File: config.mk
export PLATFORM = sky130hd
export DESIGN_NAME = lift_req_conditioner
export DESIGN_NICKNAME = d
export VERILOG_FILES = /design/src/rtl/lift_req_conditioner.sv
export SDC_FILE = /design/constraint.sdc
export NUM_CORES = 1
export LEC_CHECK = 0
export BUFFER_PORTS_ARGS = -buffer_cell sky130_fd_sc_hd__buf_2
export CAP_MARGIN = 20
export CORE_ASPECT_RATIO = 0.5
export CORE_MARGIN = 2
export CORE_UTILIZATION = 62
export CTS_CLUSTER_DIAMETER = 150
export CTS_CLUSTER_SIZE = 28
export DETAILED_ROUTE_END_ITERATION = 10
export GPL_ROUTABILITY_DRIVEN = 0
export PLACE_DENSITY_LB_ADDON = 0.08
export SETUP_SLACK_MARGIN = 0.1
export SKIP_LAST_GASP = 1
export SLEW_MARGIN = 25
export SYNTH_ARGS = -nofsm -noshare
export SYNTH_HDL_FRONTEND = slang
export SYNTH_SLANG_ARGS = --single-unit
File: constraint.sdc
create_clock -name clk -period 5.6 [get_ports clk]
set_input_delay 1.12 -clock clk [delete_from_list [all_inputs] [get_ports clk]]
set_output_delay 1.12 -clock clk [all_outputs]
set_load 0.03 [all_outputs]
File: src/rtl/lift_req_conditioner.sv
// Conditions raw lift pushbuttons and sensors: 2-flop sync, per-input debounce,
// press-edge detection and mutually exclusive up/down request latches.
module lift_req_conditioner #(
    parameter int unsigned DB_CYCLES = 4
) (
    input  logic clk,
    input  logic rst,
    input  logic up_raw,
    input  logic down_raw,
    input  logic door_raw,
    input  logic top_raw,
    input  logic ground_raw,
    output logic up_button,
    output logic down_button,
    output logic doors_closed,
    output logic top_floor,
    output logic ground_floor,
    output logic sensor_fault
);

    localparam int N = 5;
    localparam int UP = 0, DN = 1, DOOR = 2, TOP = 3, GND = 4;

    logic [N-1:0] raw;
    logic [N-1:0] sync1_q, sync2_q;
    logic [N-1:0] filt_q, filt_d;
    logic [7:0]   cnt_q [N];
    logic [7:0]   cnt_d [N];
    logic [1:0]   prev_q, prev_d;
    logic         up_req_q, up_req_d;
    logic         down_req_q, down_req_d;
    logic         fault_q, fault_d;

    logic up_press, down_press, up_set, down_set, both_high;

    assign raw = {ground_raw, top_raw, door_raw, down_raw, up_raw};

    // Counter runs only while the synchronized input disagrees; it flips the filter on its last count.
    always_comb begin
        filt_d = filt_q;
        for (int i = 0; i < N; i++) begin
            cnt_d[i] = 8'd0;
            if (sync2_q[i] != filt_q[i]) begin
                if (cnt_q[i] == 8'(DB_CYCLES - 1)) begin
                    filt_d[i] = sync2_q[i];
                end else begin
                    cnt_d[i] = cnt_q[i] + 8'd1;
                end
            end
        end
    end

    always_comb begin
        prev_d     = filt_q[DN:UP];
        up_press   = filt_q[UP] & ~prev_q[UP];
        down_press = filt_q[DN] & ~prev_q[DN];
        both_high  = filt_q[TOP] & filt_q[GND];
        fault_d    = fault_q | both_high;

        up_set   = up_press & ~filt_q[TOP] & ~down_req_q & ~fault_q;
        down_set = down_press & ~filt_q[GND] & ~up_req_q & ~fault_q & ~up_set;

        // Clearing (floor reached or fault) takes priority over a new press.
        up_req_d = up_req_q;
        if (both_high || fault_q || filt_q[TOP]) begin
            up_req_d = 1'b0;
        end else if (up_set) begin
            up_req_d = 1'b1;
        end

        down_req_d = down_req_q;
        if (both_high || fault_q || filt_q[GND]) begin
            down_req_d = 1'b0;
        end else if (down_set) begin
            down_req_d = 1'b1;
        end
    end

    always_ff @(posedge clk or posedge rst) begin
        if (rst) begin
            sync1_q    <= '0;
            sync2_q    <= '0;
            filt_q     <= '0;
            for (int i = 0; i < N; i++) begin
                cnt_q[i] <= 8'd0;
            end
            prev_q     <= '0;
            up_req_q   <= 1'b0;
            down_req_q <= 1'b0;
            fault_q    <= 1'b0;
        end else begin
            sync1_q    <= raw;
            sync2_q    <= sync1_q;
            filt_q     <= filt_d;
            for (int i = 0; i < N; i++) begin
                cnt_q[i] <= cnt_d[i];
            end
            prev_q     <= prev_d;
            up_req_q   <= up_req_d;
            down_req_q <= down_req_d;
            fault_q    <= fault_d;
        end
    end

    assign up_button    = up_req_q;
    assign down_button  = down_req_q;
    assign doors_closed = filt_q[DOOR];
    assign top_floor    = filt_q[TOP] & ~fault_q;
    assign ground_floor = filt_q[GND] & ~fault_q;
    assign sensor_fault = fault_q;

endmodule

# Word level (Yosys, flattened, before mapping)
# Cells that the tools add are included.
# word_totals
ff_bits	60
inputBits	7
out_inout_bits	6
elab_cells	76
# classes
add_sub_neg	5
n_eq_ne	10
mux	14
n_bitwise	21
reduce_logical	10
# op_table
operator	n
8-bit 2-to-1 mux	10
8-bit by 1-bit adder with 8-bit output (second input constant)	5
8-bit by 2-bit equality test with 1-bit output (second input constant)	5
1-bit AND	12
2-bit AND reduction	5
1-bit inverter	8
1-bit != test	5
1-bit 2-to-1 mux	4
2-bit nonzero test	2
1-bit logical OR	3
1-bit bitwise OR	1

# Depth between registers and ports, before layout
# Gate-level depths: netlist of run 1.
# logic_depth
word_depth	9
mapped_depth	4
depth_no_buf	4

# Worst setup path before layout of run 1
# OpenSTA, ideal clock, no wires.
# synth_path
kind	register -> output
start	reg fault_q (netlist: sensor_fault)
end	out ground_floor
arrival_time_ns	1.006
required_time_ns	4.480
slack_ns	3.474
path_stages_with_launch	2
path_buffers	0
cell_sequence	dfrtp_1 -> nor2b_1
# synth_between
elab_chain_len	2
# synth_lines
item	line_no	text
start, declared	32	logic fault_q, fault_d;
start signal, assigned	101	fault_q <= fault_d;
1-bit inverter	109	assign ground_floor = filt_q[GND] & ~fault_q;
1-bit AND	109	
end, declared	17	output logic ground_floor,
# Every way passes these cells.

# Final worst setup path of run 1
# layout_path
start	reg filt_q[3]
end	out top_floor
# layout_between
elab_chain_len	1
# layout_lines
item	line_no	text
start, declared	26	logic [N-1:0] filt_q, filt_d;
start signal, assigned	94	filt_q <= filt_d;
1-bit AND	108	assign top_floor = filt_q[TOP] & ~fault_q;
end, declared	16	output logic top_floor,
# Every way passes these cells.

==> results of run 1 <==
-- sequential cells by signal (all words and copies together) (netlist names) --
name and cells:
cnt_q 40, down_button 1, filt_q 5, prev_q 2, sensor_fault 1, sync1_q 5
sync2_q 5, up_button 1
-- cells by family after synthesis --
family | after synthesis | share of synthesized area
multiplexers | 5 | 0.0213
adder cells (fa/ha/maj) | 10 | 0.0474
XOR/XNOR | 20 | 0.0664
buffers and inverters | 11 | 0.0185
AND/OR/NAND/NOR | 90 | 0.185
flip-flops | 60 | 0.569
AO/OA/AOI/OAI | 38 | 0.0929
-- cell usage in the layout (no fill, tap or decap), drive strengths merged, types with 5 or more instances in the layout --
cell / count
or3: 15
nor2: 25
mux2: 5
o21ai: 15
a21oi: 17
nand3: 20
buf: 13
nand2: 8
xor2: 12
dfrtp: 60
clkbuf: 13
nand4: 5
inv: 9
ha: 10
xnor2: 8
-- routing by layer --
| metal | wire, um | track usage | up-vias |
|---|---|---|---|
| li1 | - | - | 867 |
| met1 | 1960 | 0.255 | 870 |
| met2 | 2040 | 0.332 | 27 |
| met3 | 183 | 0.0886 | 4 |
| met4 | 18 | 0.0643 | 0 |
| met5 | 0 | 0 | - |
-- cell type report --
cell class,instances,share of cell area
Timing Repair Buffer,13,0.0231
Clock inverter,2,0.00342
Sequential cell,60,0.513
Tap cell,54,0.0231
Multi-Input combinational cell,163,0.372
Inverter,9,0.0115
Clock buffer,13,0.0543
-- stage by stage --
stage	util	instances	instance area, um^2	hold slack, ns
final	0.735	314	2930	0.347
after global routing	0.735	314	2930	0.353
after CTS	0.735	314	2930	0.349
after detailed placement	0.693	299	2760	0.336
after global placement	0.693	299	2760	0.334
after floorplan	-	234	2640	0.331
-- worst max-delay path, delay by kind of cell (launching register included) --
family,cells,cell delay (ns)
AND/OR/NAND/NOR,1,0.15
flip-flops,1,0.44
buffers and inverters,1,0.20
-- where the power goes --
group / switching [mW] / leakage (nW) / internal (mW)
sequential: 0.0949 / 0.784 / 0.504
combinational: 0.138 / 0.408 / 0.113
clock: 0.142 / 0.0893 / 0.181
-- how the worst min path moves through the flow --
stage                                 to  slack (ns)  cells past startpoint
floorplan           sync2_q[0]$_DFF_PP0_        0.33                      0
CTS                 sync2_q[0]$_DFF_PP0_        0.35                      0
global placement    sync2_q[2]$_DFF_PP0_        0.33                      0
global route        sync2_q[1]$_DFF_PP0_        0.35                      0
finish              sync2_q[1]$_DFF_PP0_        0.35                      0
detailed placement  sync2_q[1]$_DFF_PP0_        0.34                      0
==> results_dict.tcl, run 1 <==
set metrics [dict create \
    worstMarginPinSlew_ns 0.721 \
    ys_ff_latch 60 \
    vias 1768 \
    ys_seq_area_frac 0.569 \
    endpoint "top_floor" \
    drt-initial-drc-count 114 \
    post-cts-setup-buffers 0 \
    synth_top_area_frac 0.569 \
    rsz0062_at_grt "false" \
    powerDensity_nw_per_um2 400 \
    synth_top_area_cell "dfrtp_1" \
    ios 13 \
    slowest_delay_ns 0.44 \
    cp.required_ns 4.48 \
    h-tree-depth 3 \
    port-buffer-count 12 \
    cts-resized-gates 0 \
    register_area_um2 1500 \
    yosys_warnings 0 \
    peakVddDrop_mv 0.231 \
    min_path_type "reg -> reg" \
    cts_max_path_buffers 2 \
    insertion_delay_ns 0.32 \
    hold_buffers 0 \
    fin_crit_ns 2.22 \
    clkSinkCount 60 \
    fin_skew_ns 0.00541 \
    syn_nets 251 \
    cts_made_buffers 9 \
    p_leak_nw 1.28 \
    endpoint_kind "output port" \
    start_util 0.663 \
    dp_slack_ns 3.71 \
    yosys_most_used_dff "dfrtp_1" \
    startpoint "filt_q[3]$_DFFE_PP0P_" \
    nFillCells 285 \
    synth.distinct_cells 23 \
    worstSetupStartpointType "flop" \
    criticalPathCategory "reg -> out" \
    clk_pin_slew_ns 0.06 \
    async_flop_share 1.00 \
    syn_inst 234 \
    cpMaxStageDelayCell "dfrtp_1" \
    avgSynthCellArea_um2 11.3 \
    status "finished clean" \
    finalWorstSetupSlack_ns 3.38 \
    fin_tns_setup_ns 0 \
    finalMaxSlewViolations 0 \
    synth_top_cells_by_count "dfrtp_1 (60), nor2_1 (25), nand3_1 (20), a21oi_1 (17)" \
    dp_hpwl_um 2900 \
    r2r_start "cnt_q[16]$_DFF_PP0_" \
    synthTopCellsByArea "dfrtp_1 (57%), ha_1 (4.7%), xor2_1 (4.0%)" \
    root_buffer "clkbuf_8" \
    antenna_found_initial 0 \
    critPathMaxFanout 6 \
    grt_pass1_vias 1672 \
    die-area_um2 4830 \
    hold_viol_final 0 \
    clock.fmax_mhz 450 \
    row_count 16 \
    drc 0 \
    hp-start "sync1_q[1]$_DFF_PP0_" \
    drt-total-wl_um 4200 \
    period_share 0.397 \
    path_cells "nor2b_1 > buf_2" \
    relSlewSlack 0.519 \
    cp.arrival_ns 1.10 \
    post_drt_via_cell_ratio 5.63 \
    synth_edf_count 0 \
    r2r_slack_ns 3.80 \
    yosysMostFrequentCell "dfrtp_1" \
    setup_violations 0 \
    p_total_mw 1.17 \
    grt_overflow 0 \
    core_um2 3980 \
    die_h_um 50.1 \
    final_nets 273 \
    routedWlPerCell_um 13.4 \
    ant_nets 0 \
    die_w_um 96.3 \
    maxCapViolations 0 \
    dr.pass1.iters 4 \
    rr_endpoint "cnt_q[16]$_DFF_PP0_" \
    drive_gt1_frac 0.146 \
    multi_input_area_um2 1090 \
    grt_max_degree 61 \
    synth_area_um2 2640 \
    grt.total_usage 0.207 \
    grt_first_pass_wirelength_um 7330 \
    diodes 0 \
    rr_worst_depth 4 \
    tritoncts "yes" \
    area_delta_synth_final_pct 10.9 \
]
No activity file was read; power rests on OpenSTA's default activity.
==> run 2: changes to the inputs <==
--- a/config.mk
+++ b/config.mk
@@ -5,11 +5,12 @@
 export SDC_FILE = /design/constraint.sdc
 export NUM_CORES = 1
 export LEC_CHECK = 0
+export ABC_AREA = 1
 export BUFFER_PORTS_ARGS = -buffer_cell sky130_fd_sc_hd__buf_2
 export CAP_MARGIN = 20
 export CORE_ASPECT_RATIO = 0.5
 export CORE_MARGIN = 2
-export CORE_UTILIZATION = 62
+export CORE_UTILIZATION = 60
 export CTS_CLUSTER_DIAMETER = 150
 export CTS_CLUSTER_SIZE = 28
 export DETAILED_ROUTE_END_ITERATION = 10
==> constraint.sdc (replaced) <==
create_clock -name clk -period 2.3 [get_ports clk]
set_input_delay 0.46 -clock clk [delete_from_list [all_inputs] [get_ports clk]]
set_output_delay 0.46 -clock clk [all_outputs]
set_load 0.03 [all_outputs]
==> results_dict.tcl, run 2 <==
set metrics [dict create \
    status "finished clean" \
    hold_viol_final 0 \
    layout_commonest_cell "nand2_1" \
    yosys_warnings 0 \
    fin_area_um2 3190 \
    finalMaxSlewViolations 0 \
    hold_buffers 0 \
    start_util 0.634 \
    ys_ff_latch 60 \
    diodes 0 \
    drive_gt1_frac 0.139 \
    grt.total_usage 0.225 \
    nFillCells 324 \
    dr.pass1.iters 4 \
    tritoncts "yes" \
    fin_tns_setup_ns 0 \
    critPathMaxFanout 4 \
    setup_violations 0 \
    cp.required_ns 1.84 \
    final_util 0.715 \
    root_buffer "clkbuf_8" \
    synth_top_area_frac 0.530 \
    port-buffer-count 12 \
    syn_inst 330 \
    register_area_um2 1500 \
    ys_seq_area_frac 0.530 \
    insertion_delay_ns 0.34 \
    synth_top_cells_by_count "nand2_1 (74), nor2_1 (70), dfrtp_1 (60), inv_1 (35), nand3_1 (24)" \
    synth.distinct_cells 19 \
    rsz0062_at_grt "false" \
    fin_crit_ns 1.55 \
    cts-resized-gates 0 \
    die-area_um2 5320 \
    endpoint_kind "output port" \
    criticalPathCategory "reg -> out" \
    peakVddDrop_mv 0.547 \
    fin_skew_ns 0.0134 \
    grt_max_degree 26 \
    post_drt_via_cell_ratio 5.02 \
    relSlewSlack 0.647 \
    die_w_um 101 \
    synth_edf_count 0 \
    area_delta_synth_final_pct 12.8 \
    min_path_type "in -> async" \
    h-tree-depth 3 \
    post-cts-setup-buffers 0 \
    grt_overflow 0 \
    clock.fmax_mhz 647 \
    drt-initial-drc-count 37 \
    synthTopCellsByArea "dfrtp_1 (53%), nand2_1 (9.8%), nor2_1 (9.3%)" \
    placed_area_um2 2980 \
    yosys_most_used_dff "dfrtp_1" \
    cp.arrival_ns 1.09 \
    multi_input_area_um2 1180 \
    clkSinkCount 60 \
    grt_pass1_vias 2124 \
    cts_made_buffers 9 \
    yosysMostFrequentCell "nand2_1" \
    clk_pin_slew_ns 0.07 \
    synth_area_um2 2830 \
    ant_nets 0 \
    drc 0 \
    vias 2095 \
    drt-total-wl_um 4840 \
    largest-register "cnt_q" \
    ios 13 \
    largest_reg_flops 40 \
    powerDensity_nw_per_um2 974 \
    routedWlPerCell_um 11.6 \
    dp_hpwl_um 3440 \
    p_leak_nw 1.52 \
    async_flop_share 1.00 \
    maxCapViolations 0 \
    cts_max_path_buffers 2 \
    row_count 17 \
    synth_top_area_cell "dfrtp_1" \
    grt_first_pass_wirelength_um 8850 \
    die_h_um 52.6 \
    avgSynthCellArea_um2 8.58 \
    final_cell_mix "nand2_1 (74), nor2_1 (70), dfrtp_1 (60), inv_1 (34), nand3_1 (24)" \
    final_nets 372 \
    period_share 0.672 \
    worstMarginPinSlew_ns 0.528 \
    core_um2 4470 \
    antenna_found_initial 0 \
    syn_nets 347 \
    worstSetupStartpointType "flop" \
]
==> run 2: final timing paths <==
kind                                         to  depth (start not counted)  slack (ns)                  start
max reg2reg                 cnt_q[34]$_DFF_PP0_                          5        1.12    cnt_q[32]$_DFF_PP0_
max in group asynchronous    cnt_q[5]$_DFF_PP0_                          3        1.49                    rst
min                         cnt_q[31]$_DFF_PP0_                          2        0.15                    rst
max                                   top_floor                          3        0.75  filt_q[3]$_DFFE_PP0P_
min in group clk           sync1_q[3]$_DFF_PP0_                          1        0.23                top_raw
min reg2reg                sync2_q[1]$_DFF_PP0_                          0        0.35   sync1_q[1]$_DFF_PP0_
==> run 2: critical path, stage by stage (launching register included) <==
cell and delay [ns]:
dfrtp_1 0.38, inv_1 0.10, nor2_1 0.08, buf_2 0.19
==> run 2: cell type report <==
type,count,area share
sequential,60,0.470
multi-input combinational,231,0.371
clock inverter,5,0.0235
inverter,39,0.0458
tap,57,0.0223
clock buffer,11,0.0443
timing repair buffer,14,0.0235
==> run 2: kinds of logic (layout without fill, tap and decap cells) <==
group,after synthesis,count (layout),share of synthesized area
simple gates,188,188,0.284
flops,60,60,0.530
buf+inv,39,69,0.0517
xor+xnor,20,20,0.0672
compound gates,13,13,0.0230
fa+ha+maj,10,10,0.0442
==> run 2: where the power goes <==
part | internal [mW] | switching (mW)
Clock | 0.634 | 0.395
Sequential | 1.22 | 0.207
Combinational | 0.242 | 0.411
Total | 2.10 | 1.01
==> run 2: through the flow <==
stage / hold slack (ns) / total power [mW] / worst slack (ns) / cells
finish: 0.148 / 3.11 / 0.753 / 417
global route: 0.189 / 3.31 / 0.672 / 417
CTS: 0.156 / 3.15 / 0.728 / 417
detailed placement: 0.340 / 2.10 / 1.09 / 401
global placement: 0.334 / 2.06 / 1.11 / 401
floorplan: 0.331 / 1.92 / 0.355 / 330
==> run 2: layer usage <==
metal,track usage,wire length (um)
met1,0.252,2250
met2,0.384,2300
met3,0.0747,170
met4,0.128,123
met5,0,0
